## config.mk

```make
export PLATFORM = sky130hd
export DESIGN_NAME = instruction_cache
export DESIGN_NICKNAME = d
export VERILOG_FILES = /design/src/rtl/instruction_cache.sv
export SDC_FILE = /design/constraint.sdc
export NUM_CORES = 2
export LEC_CHECK = 0
export CAP_MARGIN = 0
export CORE_MARGIN = 8
export CORE_UTILIZATION = 56
export DETAILED_ROUTE_END_ITERATION = 10
export PLACE_DENSITY_LB_ADDON = 0.12
export SETUP_SLACK_MARGIN = 0.02
export SYNTH_ARGS = -nofsm -noshare
export SYNTH_HDL_FRONTEND = slang
export SYNTH_SLANG_ARGS = --single-unit
```

## constraint.sdc

```tcl
create_clock -name clock -period 4.3 [get_ports clock]
set_clock_uncertainty 0.1 [all_clocks]
set_input_delay 0.645 -clock clock [delete_from_list [all_inputs] [get_ports clock]]
set_output_delay 0.645 -clock clock [all_outputs]
set_load 0.03 [all_outputs]
```

## src/rtl/instruction_cache.sv

```systemverilog
// Direct-mapped instruction cache with single-word refill handshake.
// Hits return data combinationally; misses stall while the line is fetched word by word.
module instruction_cache #(
   parameter int ADDR_W         = 32,
   parameter int DATA_W         = 32,
   parameter int LINES          = 16,
   parameter int WORDS_PER_LINE = 4
) (
   input  logic              clock,
   input  logic              reset,
   input  logic [ADDR_W-1:0] pc_addr,
   input  logic              pc_valid,
   output logic [DATA_W-1:0] instruction_out,
   output logic              stall,
   input  logic              flush,
   output logic              mem_req,
   output logic [ADDR_W-1:0] mem_addr,
   input  logic              mem_ack,
   input  logic [DATA_W-1:0] mem_rdata,
   output logic [31:0]       hit_count,
   output logic [31:0]       miss_count
);

   localparam int WORD_W = $clog2(WORDS_PER_LINE);
   localparam int IDX_W  = $clog2(LINES);
   localparam int OFF_W  = 2 + WORD_W;
   localparam int TAG_W  = ADDR_W - OFF_W - IDX_W;
   localparam int LINE_W = ADDR_W - OFF_W;

   typedef enum logic [0:0] {
      IDLE   = 1'b0,
      REFILL = 1'b1
   } state_t;

   state_t             state_r;
   state_t             state_next_s;
   logic [LINES-1:0]   valid_r;
   logic [TAG_W-1:0]   tag_r  [LINES];
   logic [DATA_W-1:0]  data_r [LINES][WORDS_PER_LINE];
   logic [LINE_W-1:0]  line_r;
   logic [WORD_W-1:0]  cnt_r;
   logic               abort_r;
   logic [31:0]        hit_r;
   logic [31:0]        miss_r;

   logic [TAG_W-1:0]   pc_tag_s;
   logic [IDX_W-1:0]   pc_idx_s;
   logic [WORD_W-1:0]  pc_word_s;
   logic [IDX_W-1:0]   refill_idx_s;
   logic [TAG_W-1:0]   refill_tag_s;
   logic               last_s;
   logic               hit_s;
   logic               miss_s;
   logic               unused_byte_bits_s;

   assign pc_tag_s           = pc_addr[ADDR_W-1:OFF_W+IDX_W];
   assign pc_idx_s           = pc_addr[OFF_W+IDX_W-1:OFF_W];
   assign pc_word_s          = pc_addr[OFF_W-1:2];
   assign refill_idx_s       = line_r[IDX_W-1:0];
   assign refill_tag_s       = line_r[LINE_W-1:IDX_W];
   assign last_s             = (cnt_r == WORD_W'(WORDS_PER_LINE - 1));
   assign unused_byte_bits_s = ^pc_addr[1:0];
   assign hit_count          = hit_r;
   assign miss_count         = miss_r;

   // State register; reset abandons any refill in flight.
   always_ff @(posedge clock or negedge reset) begin
      if (!reset) begin
         state_r <= IDLE;
      end else begin
         state_r <= state_next_s;
      end
   end

   // Lookup, next-state and handshake outputs.
   always_comb begin
      state_next_s    = state_r;
      hit_s           = 1'b0;
      miss_s          = 1'b0;
      stall           = 1'b0;
      instruction_out = '0;
      mem_req         = 1'b0;
      mem_addr        = '0;
      case (state_r)
         IDLE: begin
            if (pc_valid) begin
               // A lookup coinciding with flush sees an already-invalidated cache.
               if (valid_r[pc_idx_s] && (tag_r[pc_idx_s] == pc_tag_s) && !flush) begin
                  hit_s           = 1'b1;
                  instruction_out = data_r[pc_idx_s][pc_word_s];
               end else begin
                  miss_s       = 1'b1;
                  stall        = 1'b1;
                  state_next_s = REFILL;
               end
            end else begin
               stall = 1'b0;
            end
         end
         REFILL: begin
            stall    = 1'b1;
            mem_req  = 1'b1;
            mem_addr = {line_r, cnt_r, 2'b00};
            if (mem_ack && last_s) begin
               state_next_s = IDLE;
            end else begin
               state_next_s = REFILL;
            end
         end
         default: begin
            state_next_s = IDLE;
         end
      endcase
   end

   // Valid bits, refill bookkeeping and performance counters.
   always_ff @(posedge clock or negedge reset) begin
      if (!reset) begin
         valid_r <= '0;
         line_r  <= '0;
         cnt_r   <= '0;
         abort_r <= 1'b0;
         hit_r   <= 32'd0;
         miss_r  <= 32'd0;
      end else begin
         if (hit_s) begin
            hit_r <= hit_r + 32'd1;
         end
         if (miss_s) begin
            miss_r <= miss_r + 32'd1;
            line_r <= pc_addr[ADDR_W-1:OFF_W];
            cnt_r  <= '0;
         end
         if (flush) begin
            valid_r <= '0;
         end else if ((state_r == REFILL) && mem_ack && last_s && !abort_r) begin
            valid_r[refill_idx_s] <= 1'b1;
         end
         if (state_r == REFILL) begin
            if (mem_ack) begin
               cnt_r <= cnt_r + WORD_W'(1);
            end
            if (mem_ack && last_s) begin
               abort_r <= 1'b0;
            end else if (flush) begin
               abort_r <= 1'b1;
            end
         end
      end
   end

   // Data and tag storage; contents are qualified by valid_r so need no reset.
   always_ff @(posedge clock) begin
      if ((state_r == REFILL) && mem_ack) begin
         data_r[refill_idx_s][cnt_r] <= mem_rdata;
         if (last_s) begin
            tag_r[refill_idx_s] <= refill_tag_s;
         end
      end
   end

endmodule

```

**After elaboration in Yosys (flattened, before gate mapping)**

Memories as Yosys holds them, arrays and structs flattened.
Index checks and enable logic that the tools add are counted.

- Logic and storage cells: 72
- Bits in registers: 112
- Memories kept: 2
- Memory bits (writable): 2432
- Output and inout port bits: 130

- Add/subtract/negate cells: 3
- Multiplexer cells: 35
- Reduce and logical (&&, ||, !) cells: 13
- Eq/ne operators: 2
- Order comparisons: 6
- Bitwise gates (word level): 4

Memories:

| name | words | bits a word | rd ports | clocked after Yosys merged registers in | write ports | line | text |
|---|---|---|---|---|---|---|---|
| data_r | 16 | 128 | 1 | 0 | 1 | 39 | `logic [DATA_W-1:0] data_r [LINES][WORDS_PER_LINE];` |
| tag_r | 16 | 24 | 1 | 0 | 1 | 38 | `logic [TAG_W-1:0] tag_r [LINES];` |

Operators by type and width:

| operator | count |
|---|---|
| 32-bit two-way mux | 7 |
| 128-bit two-way mux | 1 |
| 32-bit by 1-bit adder with 32-bit output, second input constant | 2 |
| 32-bit binary-select mux with 2-bit select | 1 |
| 32-bit demux with 2-bit select | 1 |
| 16-bit two-way mux | 2 |
| 24-bit equality test | 1 |
| 1-bit two-way mux | 16 |
| 16-bit OR | 1 |
| 4-bit by 5-bit < comparator with 1-bit output, second input constant | 2 |
| 1-bit logical AND | 8 |
| 3-bit greater-or-equal comparator, second input constant | 2 |
| 2-bit two-way mux | 3 |
| 2-bit NOT with 3-bit output | 2 |
| 1-bit binary-select mux with 4-bit select | 1 |
| 1-bit demux with 4-bit select | 1 |
| 4-bit by 1-bit greater-or-equal comparator with 1-bit output, second input constant | 1 |
| 1-bit one-hot mux with 2 select lines | 2 |
| 2-bit nonzero test | 2 |
| 3-bit by 1-bit < comparator with 1-bit output, second input constant | 1 |
| 2-bit by 1-bit adder with 2-bit output, second input constant | 1 |
| 2-bit equality test, second input constant | 1 |
| 1-bit logical NOT | 2 |
| 2-bit AND reduction | 1 |
| 1-bit NOT | 1 |

**Depth between registers and ports, before layout**

- Word-level depth: 10
- Gate-level depth with buffers: 15
- Depth with buffers taken out: 9

**Least setup slack after synthesis**

OpenSTA, ideal clock, no wires.

- Kind: input port to output port
- From: input port pc_addr[4]
- To: output port instruction_out[10]
- Data required time: 3555 ps
- Setup slack: -271 ps
- Arrival: 3826 ps
- Path buffers: 6
- Stages on the path: 10
- Cells stage by stage: buf_4 buf_4 buf_6 buf_2 buf_2 buf_1 mux4_2 mux4_2 mux4_2 nor2b_1

- Word-level cells in the longest chain between the ends: 7

RTL lines:

| item | line | text |
|---|---|---|
| from (decl) | 11 | `input logic [ADDR_W-1:0] pc_addr,` |
| memory 16 x 24 bit, or another cell as far along | -- |  |
| 24-bit equality test, or another cell as far along | 88 | `if (valid_r[pc_idx_s] && (tag_r[pc_idx_s] == pc_tag_s) && !flush) begin` |
| 1-bit logical AND / 32-bit two-way mux (equally long branches) (2 in a row) | 88, 90 |  |
| 32-bit two-way mux * | 88 |  |
| 32-bit two-way mux * | 86 | `if (pc_valid) begin` |
| 32-bit two-way mux * | 84 | `case (state_r)` |
| to (decl) | 13 | `output logic [DATA_W-1:0] instruction_out,` |

Mark *: on every way between the ends. The rest lies on a longest branch, timed or not. The select of a mux whose other input is x is not followed.

**Worst setup path after layout**

- From: input port pc_addr[4]
- To: output port instruction_out[7]

The elaborated chain is that of the path after synthesis.

==> run_results.csv <==
group,metric,value,unit
route,num_vias,46800,
cts,clkLatencyLatePin,0.86,ns
floorplan,die_w,435,um
cts,cts_buffer_depth,3,
pwr,finalPower,55.1,mW
layout,layout_commonest_cell,"edfxtp_1",
route,drcViolationCount,0,
synthesis,async_flop_share,4.40,%
cts,cts_made_buffers,241,
critical_path,cp_cell_sequence,"buf_8 -> buf_12 -> buf_12 -> buf_12 -> buf_12 -> buf_12 -> mux4_2 -> mux4_2 -> mux4_2 -> nor2b_2 -> buf_4 -> buf_12",
route,dr.pass1.iters,5,
synthesis,synth_compound_area_share,0.606,%
synthesis,synth_area,0.0983,mm^2
layout,finish.instance_area,0.114,mm^2
floorplan,rows,153,
critical_path,cp_top_family,"multiplexers",
pwr,vdd_drop_max,493,uV
synthesis,syn_avg_cell_area,23.4,um^2
sta,setup_viol,33,
synthesis,synthCells,4207,
pwr,pwr_density_cell,483,mW/mm^2
pwr,leakage,36.5,nW
pwr,intPower,42.3,mW
placed_design,place.gp.congestion,0.806,
floorplan,io_pins,199,
critical_path,cp_max_fo,28,
cts,clock_sinks,2544,
global_routing,antenna_found_initial,22,
pwr,power_frac_comb,9.2,%
sta,finalSetupTns,-10.73,ns
sta,slew_headroom,19.7,%
pwr,power.share.clock,37.4,%
layout,fillCellCount,11100,
synthesis,synthTopCellsByArea,"edfxtp_1 74%, mux4_2 17%, dfrtp_1 2.9%, mux2i_1 0.68%, mux2_2 0.54%",
global_routing,grt_pass1_vias,47100,
critical_path,path_class,"input port to primary output",
synthesis,synth_top_family_by_area,"multiplexers",
synthesis,muxShareOfSynthArea,18.3,%
synthesis,synthAdderAreaFrac,0.0764,%
critical_path,worstPathRequired,3.56,ns
pwr,p_sw,12.8,mW
sta,drv_slew,0,
synthesis,ys_seq_area_share,77.2,%
sta,rsz0062_at_grt,"yes",
layout,area_growth_syn_to_layout,16.2,%
global_routing,track_usage,25.2,%
layout,seq_area,0.0758,mm^2
synthesis,synth_xor_area_share,0.767,%
outcome,violations,"setup timing",
synthesis,ys_ff_latch,2544,
route,antenna_left,0,
synthesis,synth_cell_types,58,
synthesis,synth_area_leader_cell,"edfxtp_1",
sta,setup_slack,-0.443,ns
placed_design,dp_hpwl,135000,um
synthesis,yosysTopAreaCellShare,74.3,%
critical_path,critPathLaunchType,"input port",
floorplan,die-area,0.189,mm^2
hold_path,hold_path_class,"input port to register",
critical_path,crit_top_cell,"buf_12",
sta,finalHoldViolations,0,
critical_path,worst_ep_arrival_time,4.00,ns
global_routing,grt.overflow.total,0,
cts,ctsHtreeMaxLevel,4,
flow_run,maxCapViolCount,0,
layout,fin_nets,4787,
route,wire_per_inst,33.2,um
synthesis,synth_edf_count,2432,
global_routing,grt_max_degree,99,
route,routed_wl,241000,um
layout,layout_common_cells,"2,432 x edfxtp_1, 745 x mux4_2, 248 x clkbuf_16",
cts,clk_pin_slew,0.06,ns
route,vias_per_cell,6.46,
synthesis,synth_simple_gate_area_share,2.02,%
critical_path,slowest_delay,0.56,ns
placed_design,placed_area,0.106,mm^2
pwr,p_seq_share,53.3,%
cts,cts_root_buf,"clkbuf_16",
global_routing,grt_pass1_wl,345000,um
layout,fin_util,65.6,%
floorplan,initial_core_util,56.5,%
sta,period_needed,4.74,ns
synthesis,synthFlopType,"edfxtp_1",
layout,multiInputGateArea,0.0221,mm^2
sta,finalCritPeriodShare,110,%
placed_design,post-place-ws,-0.719,ns
critical_path,critical_path.endpoint_type,"primary output",
pwr,sw_frac_of_total,23.2,%
synthesis,yosys_warnings,0,
sta,fmax,211,MHz
outcome,status,"complete, but fails checks",
cts,cts_tree,"built",
sta,tightest_slew,1.20,ns
layout,drive_above_1_share,32.2,%
placed_design,port_buffers,194,
floorplan,core-area,0.174,mm^2
route,drtIter0Drc,5889,
floorplan,die_h,435,um
critical_path,critPathSlowestCell,"mux4_2",
critical_path,path_buf_inv,8,
-- worst paths after layout --
path	startpoint	endpoint	slack, ns	depth (start not counted)
worst min register to register	hit_count[31]	hit_count[31]	0.38	1
worst min-delay path	mem_rdata[22]	data_r[4][22]	0.14	1
min in group asynchronous	reset	hit_count[15]	0.37	2
max in group asynchronous	reset	hit_count[25]	2.72	3
worst max register to register	tag_r[4][9]	hit_count[31]	0.42	15
worst max-delay path	pc_addr[4]	instruction_out[7]	-0.44	12
-- logic make-up after synthesis --
| group | Yosys count |
|---|---|
| DFF | 2544 |
| muxes | 859 |
| and+or+nand+nor | 393 |
| buffers and inverters | 237 |
| xor gates and xnor gates | 86 |
| AOI/OAI and AO/OA | 81 |
| adders and majority gates | 6 |
| other | 1 |
-- what timing repair did --
action	4_1_cts	5_1_grt
endpoints found under the setup margin	33	33
pin swaps	5	1
gates cloned	1	0
resized for setup	39	21
hold endpoints to repair	61	0
setup buffers	3	3
hold buffers	1	0
-- stage by stage --
step | instances | hold slack [ns]
floorplan | 4208 | 0.249
global placement | 6789 | 0.359
detailed placement | 6789 | 0.368
CTS | 7239 | 0.0847
global route | 7244 | 0.136
finish | 7248 | 0.141
-- registers in the layout, summed over array words and instances, names as in the netlist, 2 cells and up --
| name | count |
|---|---|
| valid_r | 16 |
| hit_count | 32 |
| tag_r | 384 |
| cnt_r | 2 |
| data_r | 2048 |
| line_r | 28 |
| miss_count | 32 |
-- cells in the mapped netlist (all sizes together), types with 6 or more instances --
| library cell | count |
|---|---|
| nand4 | 16 |
| and3 | 13 |
| edfxtp | 2432 |
| nand2 | 56 |
| clkbuf | 96 |
| nor2 | 123 |
| nor2b | 42 |
| nor4 | 13 |
| mux4 | 745 |
| inv | 19 |
| nand2b | 7 |
| xor2 | 48 |
| o22ai | 14 |
| dfrtp | 112 |
| a21oi | 9 |
| a22oi | 7 |
| ha | 6 |
| a31oi | 13 |
| nand3 | 37 |
| mux2i | 67 |
| buf | 122 |
| xnor2 | 38 |
| nor3 | 28 |
| a221oi | 8 |
| o21ai | 6 |
| and2 | 38 |
| mux2 | 47 |
-- cell type report --
cell class	instances	area share (%)
sequential	2544	66.4
multi-input combinational	1427	19.3
clock buffer	308	5.64
timing repair buffer	479	4.89
tap	2325	2.55
clock inverter	139	1.07
inverter	19	0.0625
antenna	7	0.0153
-- power by group through the flow --
stage / combinational, mW / clock, mW / sequential [mW]
3_3_place_gp: 5.04 / 0 / 29.8
4_1_cts: 5.13 / 20.9 / 29.4
5_1_grt: 5.33 / 21.8 / 29.5
2_1_floorplan: 2.69 / 0 / 29.6
6_report: 5.09 / 20.6 / 29.4
3_5_place_dp: 5.09 / 0 / 29.9
-- per-layer routing --
layer | part of all wire [%] | global-route usage (%) | vias up
met2 | 50 | 41.0 | 2137
met3 | 7.6 | 3.75 | 336
met4 | 2.6 | 6.98 | 4
li1 | - | - | 18900
met5 | 0.016 | 0 | -
met1 | 40 | 36.5 | 25400
No activity file was read; power rests on OpenSTA's default activity.
